`src/rtl/alu_control_pipe.sv`:
```
// rtl/alu_control_pipe.sv - registered ALU control decode with multiply/divide busy tracking
module alu_control_pipe #(
    parameter int CTRL_W     = 4,
    parameter int MD_LATENCY = 8
) (
    input  logic              clk,
    input  logic              reset,
    input  logic              in_valid,
    input  logic [5:0]        Opcode,
    input  logic [1:0]        ALUOp,
    input  logic [5:0]        Function,
    input  logic              stall_in,
    input  logic              flush,
    output logic              in_ready,
    output logic              out_valid,
    output logic [CTRL_W-1:0] ALUControl,
    output logic              JRControl,
    output logic              illegal,
    output logic              md_start,
    output logic              md_busy
);

    localparam int CNT_W = $clog2(MD_LATENCY + 1);

    typedef enum logic {
        S_IDLE = 1'b0,
        S_BUSY = 1'b1
    } state_t;

    state_t             state_q, state_d;
    logic [CNT_W-1:0]   cnt_q, cnt_d;
    logic               out_valid_q, out_valid_d;
    logic [CTRL_W-1:0]  alu_ctrl_q, alu_ctrl_d;
    logic               jr_q, jr_d;
    logic               illegal_q, illegal_d;
    logic               md_start_q, md_start_d;

    logic [3:0]         dec_code;
    logic               dec_jr;
    logic               dec_ill;
    logic               dec_md;
    logic               accept;

    always_comb begin
        dec_code = 4'b0000;
        dec_jr   = 1'b0;
        dec_ill  = 1'b0;
        case (ALUOp)
            2'b00: begin
                case (Function)
                    6'b100000: dec_code = 4'b0000;
                    6'b100010: dec_code = 4'b0001;
                    6'b100100: dec_code = 4'b0010;
                    6'b100101: dec_code = 4'b0011;
                    6'b000000: dec_code = 4'b0100;
                    6'b000010: dec_code = 4'b0101;
                    6'b000011: dec_code = 4'b0110;
                    6'b100111: dec_code = 4'b0111;
                    6'b101010: dec_code = 4'b1000;
                    6'b011000: dec_code = 4'b1001;
                    6'b011001: dec_code = 4'b1010;
                    6'b011010: dec_code = 4'b1011;
                    6'b011011: dec_code = 4'b1100;
                    6'b001000: dec_jr   = 1'b1;
                    default:   dec_ill  = 1'b1;
                endcase
            end
            2'b01: dec_code = 4'b0001;
            2'b10: dec_code = 4'b0000;
            default: begin
                case (Opcode)
                    6'b001100: dec_code = 4'b0010;
                    6'b000100: dec_code = 4'b0001;
                    6'b000101: dec_code = 4'b0001;
                    6'b001101: dec_code = 4'b0011;
                    6'b001010: dec_code = 4'b1000;
                    default:   dec_code = 4'b0000;
                endcase
            end
        endcase
    end

    // Only R-type mult/multu/div/divu produce codes 1001..1100.
    assign dec_md   = (ALUOp == 2'b00) && (dec_code >= 4'd9) && (dec_code <= 4'd12);

    assign md_busy  = (state_q == S_BUSY);
    assign in_ready = !stall_in && !md_busy && !flush;
    assign accept   = in_valid && in_ready;

    always_comb begin
        state_d     = state_q;
        cnt_d       = cnt_q;
        out_valid_d = out_valid_q;
        alu_ctrl_d  = alu_ctrl_q;
        jr_d        = jr_q;
        illegal_d   = illegal_q;
        md_start_d  = 1'b0;

        if (flush) begin
            out_valid_d = 1'b0;
            state_d     = S_IDLE;
            cnt_d       = '0;
        end else begin
            if (accept) begin
                out_valid_d = 1'b1;
                alu_ctrl_d  = CTRL_W'(dec_code);
                jr_d        = dec_jr;
                illegal_d   = dec_ill;
            end else if (!stall_in) begin
                out_valid_d = 1'b0;
            end

            // Busy countdown runs independently of stall_in.
            case (state_q)
                S_IDLE: begin
                    if (accept && dec_md) begin
                        state_d    = S_BUSY;
                        cnt_d      = CNT_W'(MD_LATENCY - 1);
                        md_start_d = 1'b1;
                    end
                end
                default: begin
                    if (cnt_q == '0) begin
                        state_d = S_IDLE;
                    end else begin
                        cnt_d = cnt_q - CNT_W'(1);
                    end
                end
            endcase
        end
    end

    always_ff @(posedge clk) begin
        if (reset) begin
            state_q     <= S_IDLE;
            cnt_q       <= '0;
            out_valid_q <= 1'b0;
            alu_ctrl_q  <= '0;
            jr_q        <= 1'b0;
            illegal_q   <= 1'b0;
            md_start_q  <= 1'b0;
        end else begin
            state_q     <= state_d;
            cnt_q       <= cnt_d;
            out_valid_q <= out_valid_d;
            alu_ctrl_q  <= alu_ctrl_d;
            jr_q        <= jr_d;
            illegal_q   <= illegal_d;
            md_start_q  <= md_start_d;
        end
    end

    assign out_valid  = out_valid_q;
    assign ALUControl = alu_ctrl_q;
    assign JRControl  = jr_q;
    assign illegal    = illegal_q;
    assign md_start   = md_start_q;

endmodule

```
`config.mk`:
```
export PLATFORM = sky130hd
export DESIGN_NAME = alu_control_pipe
export DESIGN_NICKNAME = d
export VERILOG_FILES = /design/src/rtl/alu_control_pipe.sv
export SDC_FILE = /design/constraint.sdc
export NUM_CORES = 1
export LEC_CHECK = 0
export ABC_AREA = 1
export CORE_MARGIN = 2
export CORE_UTILIZATION = 49
export DETAILED_ROUTE_END_ITERATION = 10
export HOLD_SLACK_MARGIN = 0.1
export PLACE_DENSITY = 0.83
export SLEW_MARGIN = 20
export SYNTH_ARGS = -nofsm -noshare
export SYNTH_HDL_FRONTEND = slang
export SYNTH_SLANG_ARGS = --single-unit
```
`constraint.sdc`:
```
create_clock -name clk -period 4 [get_ports clk]
set_input_delay 0.4 -clock clk [delete_from_list [all_inputs] [get_ports clk]]
set_output_delay 0.4 -clock clk [all_outputs]
set_load 0.01 [all_outputs]
```
==> impl_metrics.csv <==
group,metric,value,unit
worst_setup_path,timing.rr.start,"md_busy$_SDFF_PP0_",
power_and_ir_drop,powerDensity,214.9,mW/mm²
worst_setup_path,path_class,"in2out",
floorplan,num_rows,15,
min_path,worstHoldPathType,"reg2reg",
power_and_ir_drop,intPower,0.1991,mW
timing,period_minus_slack,1.980,ns
detailed_routing,wire_per_inst,11.10,µm
cells_and_area,drive_above_1_share,14.04,%
detailed_routing,routed_wl,2176,µm
yosys,syn_area_per_cell,6.751,µm²
yosys,synth_edf_count,0,
global_route,grt.overflow.total,0,
worst_setup_path,r2r_slack,2.39,ns
power_and_ir_drop,switching_share,27.39,%
cts,cts.reportedPaths.clkPinSlew,0.08,ns
yosys,synthCells,139,
floorplan,initial_core_util,53.19,%
timing,timing.setup.tns,0,ns
timing,report.final.slew_viol_count,0,
placement,gp_congestion,0.8320,
yosys,ys.flop_type,"dfxtp_1",
cts,cts_root_buf,"clkbuf_4",
job,cap_violations,0,
yosys,yosysMostFrequentCell,"nand2_1",
cells_and_area,final_cells,196,
timing,slew_headroom,76.32,%
cts,htree_num_levels,1,
worst_setup_path,critPathCaptureType,"output port",
worst_setup_path,crit_path_end,"in_ready",
status,outcome,"complete, no violations",
floorplan,coreArea,0.001764,mm²
yosys,yosys-top-cells-area,"dfxtp_1, nand2_1, inv_1",
worst_setup_path,r2r_end,"cnt_q[3]$_SDFFE_PP0P_",
cts,cts_buffer_depth,2,
timing,worst_pin_slew,0.3540,ns
power_and_ir_drop,power.share.combinational,21.9,%
yosys,synth_top_area_share,27.73,%
placement,post-place-cells,192,
timing,fin_skew,0.0009819,ns
timing,finalCritPeriodShare,49.50,%
yosys,synth_seq_cells,13,
min_path,hold_path_depth,2,
worst_setup_path,critPathMaxFanout,2,
floorplan,die_h,47.76,µm
global_route,antenna_found_initial,0,
worst_setup_path,cp.arrival,1.58,ns
worst_setup_path,crit_required,3.60,ns
floorplan,die_w,47.76,µm
timing,rsz0062_at_grt,"false",
cts,cts_resized,0,
yosys,synth_top_area_cell,"dfxtp_1",
placement,numPortBuffers,28,
detailed_routing,vias_per_cell,5.036,
worst_setup_path,crit_start,"flush",
cells_and_area,syn2layout_area_growth,36.00,%
timing,max_freq,0.5050,GHz
worst_setup_path,rr_worst_depth,7,
cts,tritoncts,"yes",
power_and_ir_drop,seqPwrFrac,48.2,%
yosys,async_reset_ff_share,0,%
global_route,grt_pass1_vias,924,
yosys,synth_cell_types,28,
global_route,grt_max_degree,9,
power_and_ir_drop,peakVddDrop,0.2235,mV
power_and_ir_drop,power.switching,0.07512,mW
floorplan,die_area,0.002281,mm²
cts,cts_hold_buffers,0,
cts,cts_setup_buffers,0,
placement,hpwl,1775,µm
floorplan,io_pins,29,
cells_and_area,nets,193,
global_route,grtUsageTotal,21.80,%
yosys,synth_fp_nets,160,
global_route,grt_pass1_wl,3546,µm
yosys,yosysWarnings,0,
cts,cts_sinks,13,
yosys,synth_seq_area_share,27.73,%
detailed_routing,detail_route.iter0.violations,12,
cts,numCtsBuffers,3,
detailed_routing,vias,987,
timing,setup_viol,0,
cts,insertion_delay,0.28,ns
detailed_routing,drtPass1Iterations,4,
cells_and_area,n_antenna_cell,0,
power_and_ir_drop,leakagePower,0.5692,nW
detailed_routing,drc_errors,0,
worst_setup_path,startpoint_type,"primary input",
timing,hold_violations,0,
yosys,netlist_area,938.4,µm²
power_and_ir_drop,clock_power_share,29.9,%
yosys,yosys-top-cells-count,"nand2_1, inv_1, nor2_1",
timing,whs,0.4799,ns
detailed_routing,detail-route-antenna-nets,0,
-- through the flow --
| stage | util [%] | total power [mW] | cell area, µm² | setup slack, ns |
|---|---|---|---|---|
| detailed placement | 70.85 | 0.1947 | 1250 | 1.857 |
| global placement | 70.85 | 0.1934 | 1250 | 1.880 |
| finish | 72.34 | 0.2742 | 1276 | 2.020 |
| global route | 72.34 | 0.2890 | 1276 | 1.920 |
| CTS | 72.34 | 0.2765 | 1276 | 2.013 |
| floorplan | - | 0.1630 | 938.4 | 2.455 |
-- per-layer routing --
| metal | wire (µm) | GRT usage [%] |
|---|---|---|
| met4 | 14 | 3.243 |
| met1 | 985 | 26.26 |
| met3 | 107 | 7.170 |
| met5 | 0 | 0 |
| met2 | 1070 | 38.40 |
-- how the worst min path moves through the flow --
stage / slack (ns) / endpoint / from
after global placement: 0.45 / out_valid$_SDFFE_PP0P_ / out_valid$_SDFFE_PP0P_
after detailed placement: 0.47 / JRControl$_SDFFE_PP0P_ / JRControl$_SDFFE_PP0P_
after global routing: 0.50 / out_valid$_SDFFE_PP0P_ / out_valid$_SDFFE_PP0P_
final: 0.48 / out_valid$_SDFFE_PP0P_ / out_valid$_SDFFE_PP0P_
after CTS: 0.49 / out_valid$_SDFFE_PP0P_ / out_valid$_SDFFE_PP0P_
after floorplan: 0.46 / cnt_q[1]$_SDFFE_PP0P_ / cnt_q[1]$_SDFFE_PP0P_
-- cell families (layout without fill, tap and decap cells) --
group | count (synthesis) | in the layout | synth area share, %
buffers and inverters | 25 | 57 | 10.00
xor gates and xnor gates | 2 | 2 | 1.867
DFF | 13 | 13 | 27.73
adders and majority gates | 2 | 2 | 2.666
AOI/OAI and AO/OA | 20 | 20 | 13.73
and+or+nand+nor | 77 | 77 | 44.00
-- layout make-up --
class	count	area, µm²
Clock buffer	4	26.28
Fill cell	152	488.0
Timing Repair Buffer	28	280.3
Sequential cell	13	260.3
Tap cell	25	31.28
Multi-Input combinational cell	101	584.3
Inverter	25	93.84
-- state kept, by name (all words and copies together) (netlist names) --
signal / cells
ALUControl: 4
cnt_q: 4
JRControl: 1
illegal: 1
md_busy: 1
md_start: 1
out_valid: 1
-- power by group through the flow --
stage | sequential (mW) | combinational (mW) | clock (mW)
global placement | 0.135 | 0.0582 | 0
CTS | 0.132 | 0.0598 | 0.0845
detailed placement | 0.135 | 0.0594 | 0
global route | 0.132 | 0.0662 | 0.0904
finish | 0.132 | 0.0600 | 0.0820
floorplan | 0.136 | 0.0269 | 0
-- critical path: stages --
cell and delay, ns:
clkdlybuf4s50_1 0.43, nor3_2 0.18, clkdlybuf4s50_1 0.57
-- cells in the final DEF, fill, tap and decap left out --
master	instances
a211o_1	1
a21oi_1	9
a21oi_4	1
a31oi_1	2
and2_4	1
clkbuf_1	1
clkbuf_4	3
clkdlybuf4s50_1	28
dfxtp_1	13
ha_1	2
inv_1	23
inv_2	2
nand2_1	26
nand2_2	2
nand2_4	1
nand3_1	13
nand3_2	3
nand3_4	1
nand4_1	4
nand4_2	1
nor2_1	15
nor2_2	6
nor3_2	1
nor3_4	1
nor4_1	1
o211ai_1	3
o21ai_0	1
o21ai_1	2
o21ai_2	1
or2_1	1
xor2_1	2
(Power assumes the default switching activity.)
